==> src/rtl/snitch_asic_dw_converter.sv <==
// snitch_asic_dw_converter: bridges a 32b core port to the narrow ASIC link.
// One transaction in flight; nibbles travel MSB first in both directions.
module snitch_asic_dw_converter #(
  parameter int unsigned AsicAW    = 8,
  parameter int unsigned AsicDW    = 4,
  parameter int unsigned MemDW     = 32,
  parameter int unsigned Stages    = MemDW / AsicDW,
  parameter int unsigned StrbWidth = MemDW / 8,
  parameter int unsigned CoreAW    = AsicAW - $clog2(Stages)
) (
  input  logic                 clk_i,
  input  logic                 rst_ni,
  input  logic [CoreAW-1:0]    core_req_addr_i,
  input  logic [MemDW-1:0]     core_req_data_i,
  input  logic                 core_req_write_i,
  input  logic [StrbWidth-1:0] core_req_strb_i,
  input  logic                 core_req_valid_i,
  output logic                 core_req_ready_o,
  output logic [MemDW-1:0]     core_rsp_data_o,
  output logic                 core_rsp_valid_o,
  input  logic                 core_rsp_ready_i,
  output logic [AsicAW-1:0]    asic_req_addr_o,
  output logic [AsicDW-1:0]    asic_req_data_o,
  output logic                 asic_req_write_o,
  output logic                 asic_req_wstrb_o,
  output logic                 asic_req_valid_o,
  input  logic                 asic_req_ready_i,
  input  logic [AsicDW-1:0]    asic_rsp_data_i,
  input  logic                 asic_rsp_last_i,
  input  logic                 asic_rsp_valid_i,
  output logic                 asic_rsp_ready_o
);

  localparam int unsigned KW = $clog2(Stages);
  localparam int unsigned CW = $clog2(Stages + 1);

  typedef enum logic [1:0] {
    IDLE,
    REQ,
    RSP,
    CRSP
  } state_e;

  state_e               state_q, state_d;
  logic [CoreAW-1:0]    addr_q, addr_d;
  logic [MemDW-1:0]     wdata_q, wdata_d;
  logic [StrbWidth-1:0] strb_q, strb_d;
  logic                 write_q, write_d;
  logic [KW-1:0]        k_q, k_d;
  logic [CW-1:0]        cnt_q, cnt_d;
  logic [MemDW-1:0]     acc_q, acc_d;
  logic                 live_q;

  // k counts nibbles from the MSB; kr counts them from the LSB
  logic [KW-1:0]        kr;
  assign kr = ~k_q;

  // keeps the core port closed while reset is held and on its release edge
  always_ff @(posedge clk_i or negedge rst_ni) begin
    if (!rst_ni) begin
      live_q <= 1'b0;
    end else begin
      live_q <= 1'b1;
    end
  end

  // state and transaction registers
  always_ff @(posedge clk_i or negedge rst_ni) begin
    if (!rst_ni) begin
      state_q <= IDLE;
      addr_q  <= '0;
      wdata_q <= '0;
      strb_q  <= '0;
      write_q <= 1'b0;
      k_q     <= '0;
      cnt_q   <= '0;
      acc_q   <= '0;
    end else begin
      state_q <= state_d;
      addr_q  <= addr_d;
      wdata_q <= wdata_d;
      strb_q  <= strb_d;
      write_q <= write_d;
      k_q     <= k_d;
      cnt_q   <= cnt_d;
      acc_q   <= acc_d;
    end
  end

  // next-state and output decode
  always_comb begin
    state_d = state_q;
    addr_d  = addr_q;
    wdata_d = wdata_q;
    strb_d  = strb_q;
    write_d = write_q;
    k_d     = k_q;
    cnt_d   = cnt_q;
    acc_d   = acc_q;

    core_req_ready_o = 1'b0;
    core_rsp_valid_o = 1'b0;
    core_rsp_data_o  = '0;
    asic_req_valid_o = 1'b0;
    asic_req_addr_o  = '0;
    asic_req_data_o  = '0;
    asic_req_write_o = 1'b0;
    asic_req_wstrb_o = 1'b0;
    asic_rsp_ready_o = 1'b0;

    unique case (state_q)
      IDLE: begin
        core_req_ready_o = live_q;
        if (core_req_valid_i && live_q) begin
          addr_d  = core_req_addr_i;
          wdata_d = core_req_data_i;
          strb_d  = core_req_strb_i;
          write_d = core_req_write_i;
          k_d     = '0;
          cnt_d   = '0;
          acc_d   = '0;
          state_d = REQ;
        end
      end
      REQ: begin
        asic_req_valid_o = 1'b1;
        asic_req_addr_o  = {addr_q, k_q};
        if (write_q) begin
          asic_req_write_o = 1'b1;
          asic_req_data_o  =
            AsicDW'(wdata_q >> (kr * AsicDW));
          asic_req_wstrb_o =
            1'(strb_q >> ((kr * AsicDW + AsicDW - 1) / 8));
        end
        if (asic_req_ready_i) begin
          state_d = RSP;
        end
      end
      RSP: begin
        asic_rsp_ready_o = 1'b1;
        if (asic_rsp_valid_i) begin
          acc_d = {acc_q[MemDW-AsicDW-1:0], asic_rsp_data_i};
          cnt_d = cnt_q + 1'b1;
          if (asic_rsp_last_i || cnt_q == CW'(Stages - 1)) begin
            if (!write_q || k_q == KW'(Stages - 1)) begin
              state_d = CRSP;
            end else begin
              k_d     = k_q + 1'b1;
              cnt_d   = '0;
              state_d = REQ;
            end
          end
        end
      end
      CRSP: begin
        core_rsp_valid_o = 1'b1;
        core_rsp_data_o  = write_q ? '0 : acc_q;
        if (core_rsp_ready_i) begin
          state_d = IDLE;
        end
      end
      default: begin
        state_d = IDLE;
      end
    endcase
  end

endmodule
==> config.mk <==
export PLATFORM = sky130hd
export DESIGN_NAME = snitch_asic_dw_converter
export DESIGN_NICKNAME = d
export VERILOG_FILES = /design/src/rtl/snitch_asic_dw_converter.sv
export SDC_FILE = /design/constraint.sdc
export NUM_CORES = 1
export LEC_CHECK = 0
export ABC_AREA = 1
export BUFFER_PORTS_ARGS = -buffer_cell sky130_fd_sc_hd__buf_2
export CAP_MARGIN = 20
export CORE_ASPECT_RATIO = 1.25
export CORE_MARGIN = 3
export CORE_UTILIZATION = 53
export DETAILED_ROUTE_END_ITERATION = 8
export GPL_ROUTABILITY_DRIVEN = 0
export GPL_TIMING_DRIVEN = 1
export PLACE_DENSITY = 0.87
export SYNTH_ARGS = -nofsm -noshare
export SYNTH_HDL_FRONTEND = slang
export SYNTH_SLANG_ARGS = --single-unit
export TNS_END_PERCENT = 5
==> constraint.sdc <==
create_clock -name clk_i -period 1.5 [get_ports clk_i]
set_input_delay 0.075 -clock clk_i [delete_from_list [all_inputs] [get_ports clk_i]]
set_output_delay 0.075 -clock clk_i [all_outputs]
set_load 0.03 [all_outputs]
# Yosys cells after proc, flatten, opt, wreduce, memory -nomap -nowiden
# Cells that the tools add are included.
# totals
out_inout_bits	50
elab_cells	70
regBits	84
input_bits	53
# classes
n_reduce_logical	10
eq_ne	11
n_shift	2
addsub	4
bitwise_logic	1
muxes	33
# op_table
cell	n
32-bit two-way mux	4
32-bit case mux with 2 select lines	1
32-bit by 5-bit >> shifter with 4-bit output	1
4-bit by 29-bit >> shifter with 1-bit output	1
4-bit two-way mux	6
2-bit two-way mux	6
3-bit two-way mux	4
2-bit inequality test, second input constant	6
5-bit AND reduction	2
1-bit two-way mux	8
8-bit two-way mux	1
2-bit case mux with 4 select lines	1
4-bit case mux with 2 select lines	1
6-bit by 1-bit subtractor with 7-bit output, second input constant	1
5-bit by 3-bit adder with 6-bit output, second input constant	1
3-bit case mux with 2 select lines	1
4-bit by 1-bit adder with 4-bit output, second input constant	1
2-bit equality test, second input constant	2
4-bit by 3-bit equality test with 1-bit output, second input constant	1
3-bit by 1-bit adder with 3-bit output, second input constant	1
3-bit equality test, second input constant	1
3-bit inverter	1
3-bit AND reduction	1
2-bit by 1-bit equality test with 1-bit output, second input constant	1
6 further kinds	7

# Depth between registers and ports, before layout
# Gate-level depths: netlist (run 1).
# depth
depth_word	6
ltp_mapped	8
depth_no_buf	8

# Worst setup path before layout (run 1)
# Ideal clock, no wire load.
# synth_path
path_kind	flip-flop to output port
startpoint	register state_q[1]
endpoint	output asic_req_wstrb_o
t_arrival_ps	2012
t_required_ps	1425
path_slack_ps	-587
stages_incl_launch_ff	6
n_path_buf	1
path_cell_list	dfrtp_1 -> buf_4 -> inv_2 -> nand2_1 -> nor2_1 -> a21boi_0
# synth_between
elab_chain_len	2
# synth_lines
item	line	rtl
start: declaration	44	state_e state_q, state_d;
start signal: assignment	79	state_q <= state_d;
2-bit by 1-bit equality test with 1-bit output	111	unique case (state_q)
1-bit two-way mux	111	
end: declaration	25	output logic asic_req_wstrb_o,
# Every way passes these cells.

# Final worst setup path (run 1)
# layout_path
startpoint	register k_q[0]
endpoint	output asic_req_data_o[0]
# layout_between
elab_chain_len	4
# layout_lines
item	line	rtl
start: declaration	49	logic [KW-1:0] k_q, k_d;
start signal: assignment	84	k_q <= k_d;
3-bit inverter	56	assign kr = ~k_q;
32-bit by 5-bit >> shifter with 4-bit output	131	AsicDW'(wdata_q >> (kr * AsicDW));
4-bit two-way mux	128	if (write_q) begin
4-bit two-way mux	111	
end: declaration	23	output logic [AsicDW-1:0] asic_req_data_o,
# Every way passes these cells.

==> run summary, run 1 <==
=================================================================================
Area growth from synthesis to final layout                                  47.2%
Maximum frequency from static timing analysis                           0.565 GHz
Nets                                                                          721
Slew Limit Fails                                                                0
# rows                                                                         35
CTS Root Buffer Type                                                 sky130_fd_sc_hd__clkbuf_8
Detailed-route wire length per cell                                       18.4 µm
Final core area utilization                                                 81.0%
Post-route cell area                                                  0.00603 mm²
Avg Synthesized Cell Area                                                8.07 µm²
Count of different cell masters after synthesis                                25
Kind of start point of the critical path                                     flop
Latest clock arrival within the worst-skew pair                           0.36 ns
Clock buffer depth                                                              2
Initial Util                                                                55.0%
Violation count after the first detailed-route iteration                      396
Max-cap check violation count                                                   0
Synthesized area                                                      0.00410 mm²
Post-synthesis net count                                                      564
Fin Clk Skew                                                            0.0137 ns
Global-route wire length before repair                                   19100 µm
Fraction of final layout cells sized beyond drive strength 1                38.4%
Synth Warn #                                                                    0
Fin Setup TNS                                                            -7.06 ns
Largest net degree at the start of global routing                              65
Post-route DRC violation count                                                  0
CTS tree                                                                     done
Required time reported for the critical path endpoint                     1.42 ns
Number of global-route vias before repair                                    4042
Final setup violation count                                                   108
Number of buffers created by CTS                                                9
Worst-case setup slack after placement                                 0.00221 ns
Worst reg2reg path depth                                                        9
Post-synthesis sequential area ratio                                        51.3%
All-layer global routing usage                                              26.9%
Total grt overflow                                                              0
Top Ports                                                                     103
Type of the most critical hold path                                     in -> reg
Setup repair after global routing missed its margin                           yes
Number of hold violations in the final report                                   0
Critical path start-end classification                                 reg -> out
Placement Cell Area                                                   0.00473 mm²
Post-synthesis sequential element count                                        84
Power Density                                                         1660 mW/mm²
Detailed Routing Iterations Pass 1                                              5
Ratio of final minimum period to clock period                                118%
Least setup slack across all paths after layout                         -0.270 ns
Data arrival time of the worst path                                       1.70 ns
Gate count of the mapped netlist                                              508
Worst vdd ir                                                              1.06 mV
Antenna viol nets, final                                                        0
Clock Sinks                                                                    84
Crit end category                                                    primary output
Clock period minus final worst setup slack                                1.77 ns
Hold Worst Slack                                                        0.0452 ns
Worst hold path cell count                                                      3
Height of the die                                                          104 µm
Max FO, Critical Path                                                           8
Final Instance Count excl. Fillers                                            762
Number of antenna violations at the first check in global routing               0
Dpl cells                                                                     690
Antenna cells                                                                   0
X dimension of the die                                                    84.6 µm
Routed Wire Length                                                       14000 µm
Run status                                                           finished, violations left
Violations in the final reports                                      setup timing
Die ar.                                                               0.00883 mm²
Vias per inst                                                                5.73
Core Region                                                           0.00744 mm²
Tot Pwr                                                                   10.0 mW
Clock slew seen by the registers of the worst setup and hold paths        0.08 ns
Post-DP HPWL                                                              6720 µm
Via total after detailed routing                                             4364
H-tree depth                                                                    3
Leakage                                                                   2.97 nW
Port buffer count                                                             102
=================================================================================
## cells in the final DEF (no fill, tap or decap), types with 4 or more instances in the layout
master                           n
sky130_fd_sc_hd__inv_2           4
sky130_fd_sc_hd__buf_2          54
sky130_fd_sc_hd__nand3_2        11
sky130_fd_sc_hd__a21oi_2        22
sky130_fd_sc_hd__o21ai_1         9
sky130_fd_sc_hd__dfrtp_1        80
sky130_fd_sc_hd__nand2_4         6
sky130_fd_sc_hd__o21ai_2         6
sky130_fd_sc_hd__buf_12          5
sky130_fd_sc_hd__nand2_1        78
sky130_fd_sc_hd__nor2_2         39
sky130_fd_sc_hd__dfrtp_2         4
sky130_fd_sc_hd__nor2_1         56
sky130_fd_sc_hd__inv_1          65
sky130_fd_sc_hd__o22ai_1        28
sky130_fd_sc_hd__dlygate4sd3_1  47
sky130_fd_sc_hd__buf_4          38
sky130_fd_sc_hd__nand2_2        11
sky130_fd_sc_hd__buf_6          25
sky130_fd_sc_hd__nor2_4          7
sky130_fd_sc_hd__nand3_1        38
sky130_fd_sc_hd__clkbuf_8       10
## routing by layer
metal,track usage (%),wire [µm]
met1,31.9,4870
met3,5.07,927
met4,12.8,809
met2,46.5,7410
met5,0,0
## synth_stat cells
master / number / share of area (%)
sky130_fd_sc_hd__ha_1: 3 / 0.92
sky130_fd_sc_hd__inv_2: 2 / 0.18
sky130_fd_sc_hd__o22ai_1: 28 / 4.3
sky130_fd_sc_hd__clkinv_1: 1 / 0.092
sky130_fd_sc_hd__o21ai_0: 16 / 2.0
sky130_fd_sc_hd__dfrtp_1: 84 / 51
sky130_fd_sc_hd__nand2_2: 2 / 0.31
sky130_fd_sc_hd__inv_1: 69 / 6.3
sky130_fd_sc_hd__nand2_1: 92 / 8.4
sky130_fd_sc_hd__nand4_1: 2 / 0.31
sky130_fd_sc_hd__o21ai_1: 2 / 0.24
sky130_fd_sc_hd__buf_6: 4 / 1.1
sky130_fd_sc_hd__conb_1: 1 / 0.092
sky130_fd_sc_hd__nand2_4: 1 / 0.27
sky130_fd_sc_hd__nor2_1: 100 / 9.2
sky130_fd_sc_hd__nor3b_4: 1 / 0.46
sky130_fd_sc_hd__buf_4: 5 / 0.92
sky130_fd_sc_hd__buf_2: 9 / 1.1
sky130_fd_sc_hd__a21oi_2: 21 / 4.5
sky130_fd_sc_hd__clkbuf_1: 9 / 0.82
sky130_fd_sc_hd__nand3_1: 49 / 6.0
sky130_fd_sc_hd__nor2_4: 2 / 0.55
sky130_fd_sc_hd__a21oi_1: 3 / 0.37
sky130_fd_sc_hd__a21boi_0: 1 / 0.18
sky130_fd_sc_hd__o21bai_1: 1 / 0.18
## cell families after synthesis
kind of cell | Yosys count | synth area share (%)
other | 1 | 0.0915
adders and majority gates | 3 | 0.916
AOI/OAI and AO/OA | 72 | 11.7
buffers and inverters | 99 | 10.5
DFF | 84 | 51.3
and+or+nand+nor | 249 | 25.5
## state kept, by name (all words and copies together), names as in the netlist
name and flops:
write_q 1, acc_q 32, strb_q 4, cnt_q 4
k_q 3, addr_q 5, wdata_q 32, live_q 1
state_q 2
## final timing paths
| path | end | slack (ns) | startpoint |
|---|---|---|---|
| min in group asynchronous | acc_q[14] | 0.17 | rst_ni |
| max reg2reg | k_q[1] | -0.22 | k_q[0] |
| min reg2reg | strb_q[0] | 0.48 | strb_q[0] |
| max | asic_req_data_o[0] | -0.27 | k_q[0] |
| min | strb_q[1] | 0.05 | core_req_valid_i |
| max in group asynchronous | k_q[1] | 0.67 | rst_ni |
## worst max-delay path: stages (launching register included)
cell and delay (ns):
sky130_fd_sc_hd__dfrtp_2 0.47, sky130_fd_sc_hd__buf_6 0.17, sky130_fd_sc_hd__nand2_1 0.12, sky130_fd_sc_hd__nand3_2 0.12, sky130_fd_sc_hd__nand3_2 0.10, sky130_fd_sc_hd__nand2_1 0.05
sky130_fd_sc_hd__nor2_1 0.13, sky130_fd_sc_hd__buf_4 0.18
## power by group
group / switching (mW) / total [mW] / internal, mW
clock network: 0.834 / 1.64 / 0.811
registers: 0.444 / 3.38 / 2.94
logic: 3.18 / 5.00 / 1.82
## area by class of cell
class	count	area, µm²
clock buffer	10	138
clock inverter	6	63.8
fill	396	1410
inverter	72	278
multi-input combinational	325	1850
sequential	84	2110
tap	92	115
timing repair buffer	173	1480
## timing repair
item                                    in CTS  in global routing
endpoints found under the setup margin      53                132
pin swaps                                    3                 20
cloned                                       1                  3
hold buffers                                47                  0
setup buffers                                5                  0
resized for setup                           81                113
endpoints found under the hold margin      107                  0
(Power assumes the default switching activity.)
==> run 2, diff against run 1 <==
- ABC_AREA: 1 -> default
- CORE_UTILIZATION: 53 -> 52
- PLACE_DENSITY: 0.87 -> 0.86
==> run summary, run 2 <==
=================================================================================
Run status                                                           finished, violations left   unchanged
Violations in the final reports                                      setup timing   unchanged
Most common cell in the netlist                                      sky130_fd_sc_hd__dfrtp_1   was sky130_fd_sc_hd__nor2_1
Worst vdd ir                                                              1.10 mV   was 1.06 mV
Data arrival time of the worst path                                       1.86 ns   was 1.70 ns
CTS Root Buffer Type                                                 sky130_fd_sc_hd__clkbuf_8   unchanged
Crit end category                                                    primary output   unchanged
Clock period minus final worst setup slack                                1.94 ns   was 1.77 ns
Biggest registers after layout                                       acc_q: 32 flops, wdata_q: 32 flops, addr_q: 5 flops   unchanged
Power Density                                                         1730 mW/mm²   was 1660 mW/mm²
Post-DP HPWL                                                              6140 µm   was 6720 µm
# fillers                                                                     373   was 396
Post-synthesis sequential area ratio                                        54.9%   was 51.3%
Via total after detailed routing                                             3074   was 4364
Total grt overflow                                                              0   unchanged
Global-route wire length before repair                                   16400 µm   was 19100 µm
Most instantiated cells after synthesis                              84 x sky130_fd_sc_hd__dfrtp_1, 42 x sky130_fd_sc_hd__mux2_2, 41 x sky130_fd_sc_hd__and2_1   was 100 x sky130_fd_sc_hd__nor2_1, 92 x sky130_fd_sc_hd__nand2_1, 84 x sky130_fd_sc_hd__dfrtp_1
EDFF count, synth                                                               0   unchanged
H-tree depth                                                                    3   unchanged
Gate power share                                                            43.7%   was 49.9%
Type of the most critical hold path                                     in -> reg   unchanged
Number of hold violations in the final report                                   0   unchanged
Required time reported for the critical path endpoint                     1.42 ns   about the same
CTS tree                                                                     done   unchanged
Clock slew seen by the registers of the worst setup and hold paths        0.08 ns   about the same
Seq pwr share                                                               40.7%   was 33.7%
Post-synthesis sequential element count                                        84   unchanged
X dimension of the die                                                    82.8 µm   was 84.6 µm
Detailed Routing Iterations Pass 1                                              4   was 5
Detailed-route wire length per cell                                       19.2 µm   was 18.4 µm
Port buffer count                                                             102   unchanged
Internal power                                                            6.40 mW   was 5.57 mW
Die ar.                                                               0.00844 mm²   was 0.00883 mm²
Violation count after the first detailed-route iteration                       93   was 396
Number of antenna violations at the first check in global routing               0   unchanged
Antenna cells                                                                   0   unchanged
Fraction of final layout cells sized beyond drive strength 1                54.4%   was 38.4%
Synthesized area                                                      0.00383 mm²   was 0.00410 mm²
Kind of start point of the critical path                                     flop   unchanged
Count of different cell masters after synthesis                                34   was 25
Initial Util                                                                54.3%   was 55.0%
Setup repair after global routing missed its margin                           yes   unchanged
Switching part of the total                                                 35.5%   was 44.4%
Largest area contributor in the synthesized netlist                  sky130_fd_sc_hd__dfrtp_1   unchanged
Hold Worst Slack                                                        0.0140 ns   was 0.0452 ns
Post-synthesis net count                                                      349   was 564
Max FO, Critical Path                                                           7   was 8
Routed Wire Length                                                       10700 µm   was 14000 µm
Vias per inst                                                                5.54   was 5.73
Number of global-route vias before repair                                    3291   was 4042
Power dissipated by switching net loads                                   3.52 mW   was 4.46 mW
Most frequent cells in the layout                                    82 x sky130_fd_sc_hd__dfrtp_1, 53 x sky130_fd_sc_hd__buf_2, 47 x sky130_fd_sc_hd__dlygate4sd3_1   was 80 x sky130_fd_sc_hd__dfrtp_1, 78 x sky130_fd_sc_hd__nand2_1, 65 x sky130_fd_sc_hd__inv_1
All-layer global routing usage                                              26.4%   was 26.9%
Nets                                                                          516   was 721
Leakage                                                                   2.70 nW   was 2.97 nW
Post-synth top flop                                                  sky130_fd_sc_hd__dfrtp_1   unchanged
Antenna viol nets, final                                                        0   unchanged
Final core area utilization                                                 81.4%   was 81.0%
Clock buffer depth                                                              2   unchanged
Latest clock arrival within the worst-skew pair                           0.34 ns   was 0.36 ns
Slew Limit Fails                                                                0   unchanged
Number of buffers created by CTS                                                9   unchanged
Avg Synthesized Cell Area                                                13.1 µm²   was 8.07 µm²
Least setup slack across all paths after layout                         -0.439 ns   was -0.270 ns
Top Ports                                                                     103   unchanged
Synth Warn #                                                                    0   unchanged
Commonest non-fill, non-tap cell in the layout                       sky130_fd_sc_hd__dfrtp_1   unchanged
Core Region                                                           0.00706 mm²   was 0.00744 mm²
Combined area of the multi-input logic cells                          0.00178 mm²   was 0.00185 mm²
Share of synthesized flip-flops with an asynchronous set or reset            100%   unchanged
Area growth from synthesis to final layout                                  50.1%   was 47.2%
Biggest area contributors in the synthesized netlist                 sky130_fd_sc_hd__dfrtp_1 55%, sky130_fd_sc_hd__mux2_2 12%, sky130_fd_sc_hd__a22o_1 7.3%   was sky130_fd_sc_hd__dfrtp_1 51%, sky130_fd_sc_hd__nor2_1 9.2%, sky130_fd_sc_hd__nand2_1 8.4%
Largest net degree at the start of global routing                              43   was 65
Area used by sequential logic in the layout                           0.00210 mm²   was 0.00211 mm²
Critical path start-end classification                                 reg -> out   unchanged
Final setup violation count                                                   103   was 108
Clock Sinks                                                                    84   unchanged
Fin Clk Skew                                                           0.00663 ns   was 0.0137 ns
Maximum frequency from static timing analysis                           0.516 GHz   was 0.565 GHz
Gate count of the mapped netlist                                              293   was 508
# rows                                                                         34   was 35
Share of total power in the clock network                                   15.6%   was 16.4%
Ratio of final minimum period to clock period                                129%   was 118%
Max-cap check violation count                                                   0   unchanged
Height of the die                                                          102 µm   was 104 µm
Post-route DRC violation count                                                  0   unchanged
Share of the synthesized area in the top cell type                          54.9%   was 51.3%
=================================================================================
[run 2: cell types whose count changed after synthesis, moves of 32 or more]
cell | previous run | this run
sky130_fd_sc_hd__nor2_1 | 100 | 6
sky130_fd_sc_hd__inv_1 | 69 | 3
sky130_fd_sc_hd__a22o_1 | 0 | 32
sky130_fd_sc_hd__nand3_1 | 49 | 1
sky130_fd_sc_hd__nand2_1 | 92 | 10
sky130_fd_sc_hd__and2_1 | 0 | 41
sky130_fd_sc_hd__mux2_2 | 0 | 42
[run 2: worst max-delay path: stages, from the launching register on]
cell	delay [ns]
sky130_fd_sc_hd__dfrtp_1	0.39
sky130_fd_sc_hd__buf_6	0.16
sky130_fd_sc_hd__mux4_2	0.51
sky130_fd_sc_hd__mux2i_1	0.21
sky130_fd_sc_hd__nor2_1	0.07
sky130_fd_sc_hd__buf_4	0.18
[run 2: final timing paths]
path | depth (start not counted) | endpoint | slack, ns | startpoint
max | 5 | asic_req_data_o[0] | -0.44 | k_q[0]
max reg2reg | 8 | k_q[0] | -0.23 | k_q[1]
min reg2reg | 1 | acc_q[31] | 0.51 | acc_q[31]
min | 3 | state_q[1] | 0.01 | asic_req_ready_i
max in group asynchronous | 3 | acc_q[12] | 0.71 | rst_ni
min in group asynchronous | 2 | acc_q[30] | 0.22 | rst_ni
[run 2: area by class of cell]
class / instances / share of cell area, %
inverter: 3 / 0.196
timing repair buffer: 178 / 27.2
clock buffer: 11 / 2.29
multi-input combinational: 184 / 30.9
tap: 90 / 1.96
clock inverter: 5 / 0.914
sequential: 84 / 36.6
[run 2: kinds of logic (layout without fill, tap and decap cells)]
logic type,after synthesis,count (layout),share of synthesized area [%]
flip-flops,84,84,54.9
AND/OR/NAND/NOR,73,73,11.4
multiplexers,56,56,18.9
AO/OA/AOI/OAI,51,51,10.5
buffers and inverters,25,197,3.17
adder cells (fa/ha/maj),3,3,0.980
other,1,1,0.0979
[run 2: layer usage]
layer	GRT usage [%]	up-vias	wire, µm
met3	4.76	31	499
li1	-	1378	-
met1	29.3	1549	3840
met5	0	-	0
met4	14.0	0	377
met2	47.3	116	5950
[run 2: repair_timing]
| action | in CTS | in global routing |
|---|---|---|
| setup buffers | 6 | 2 |
| gates resized for setup | 123 | 22 |
| endpoints found under the setup margin | 117 | 131 |
| endpoints found under the hold margin | 76 | 0 |
| pin swaps | 23 | 23 |
| hold buffers | 47 | 0 |
[run 2: power groups by stage]
stage	combinational [mW]	sequential, mW	clock, mW
2_1_floorplan	2.65	3.66	0
3_3_place_gp	3.39	3.90	0
3_5_place_dp	3.53	3.96	0
4_1_cts	4.08	3.97	1.57
5_1_grt	4.64	4.14	1.65
6_report	4.34	4.03	1.55
[run 2: stage by stage]
step / area, µm² / power [mW] / setup WS, ns / instances / TNS, ns
floorplan: 3870 / 6.31 / -0.0559 / 293 / -0.277
global placement: 4610 / 7.30 / -0.0355 / 484 / -0.667
detailed placement: 4610 / 7.49 / -0.122 / 484 / -1.73
CTS: 5660 / 9.61 / -0.413 / 553 / -9.72
global route: 5750 / 10.4 / -0.507 / 555 / -16.50
finish: 5750 / 9.92 / -0.439 / 555 / -10.03
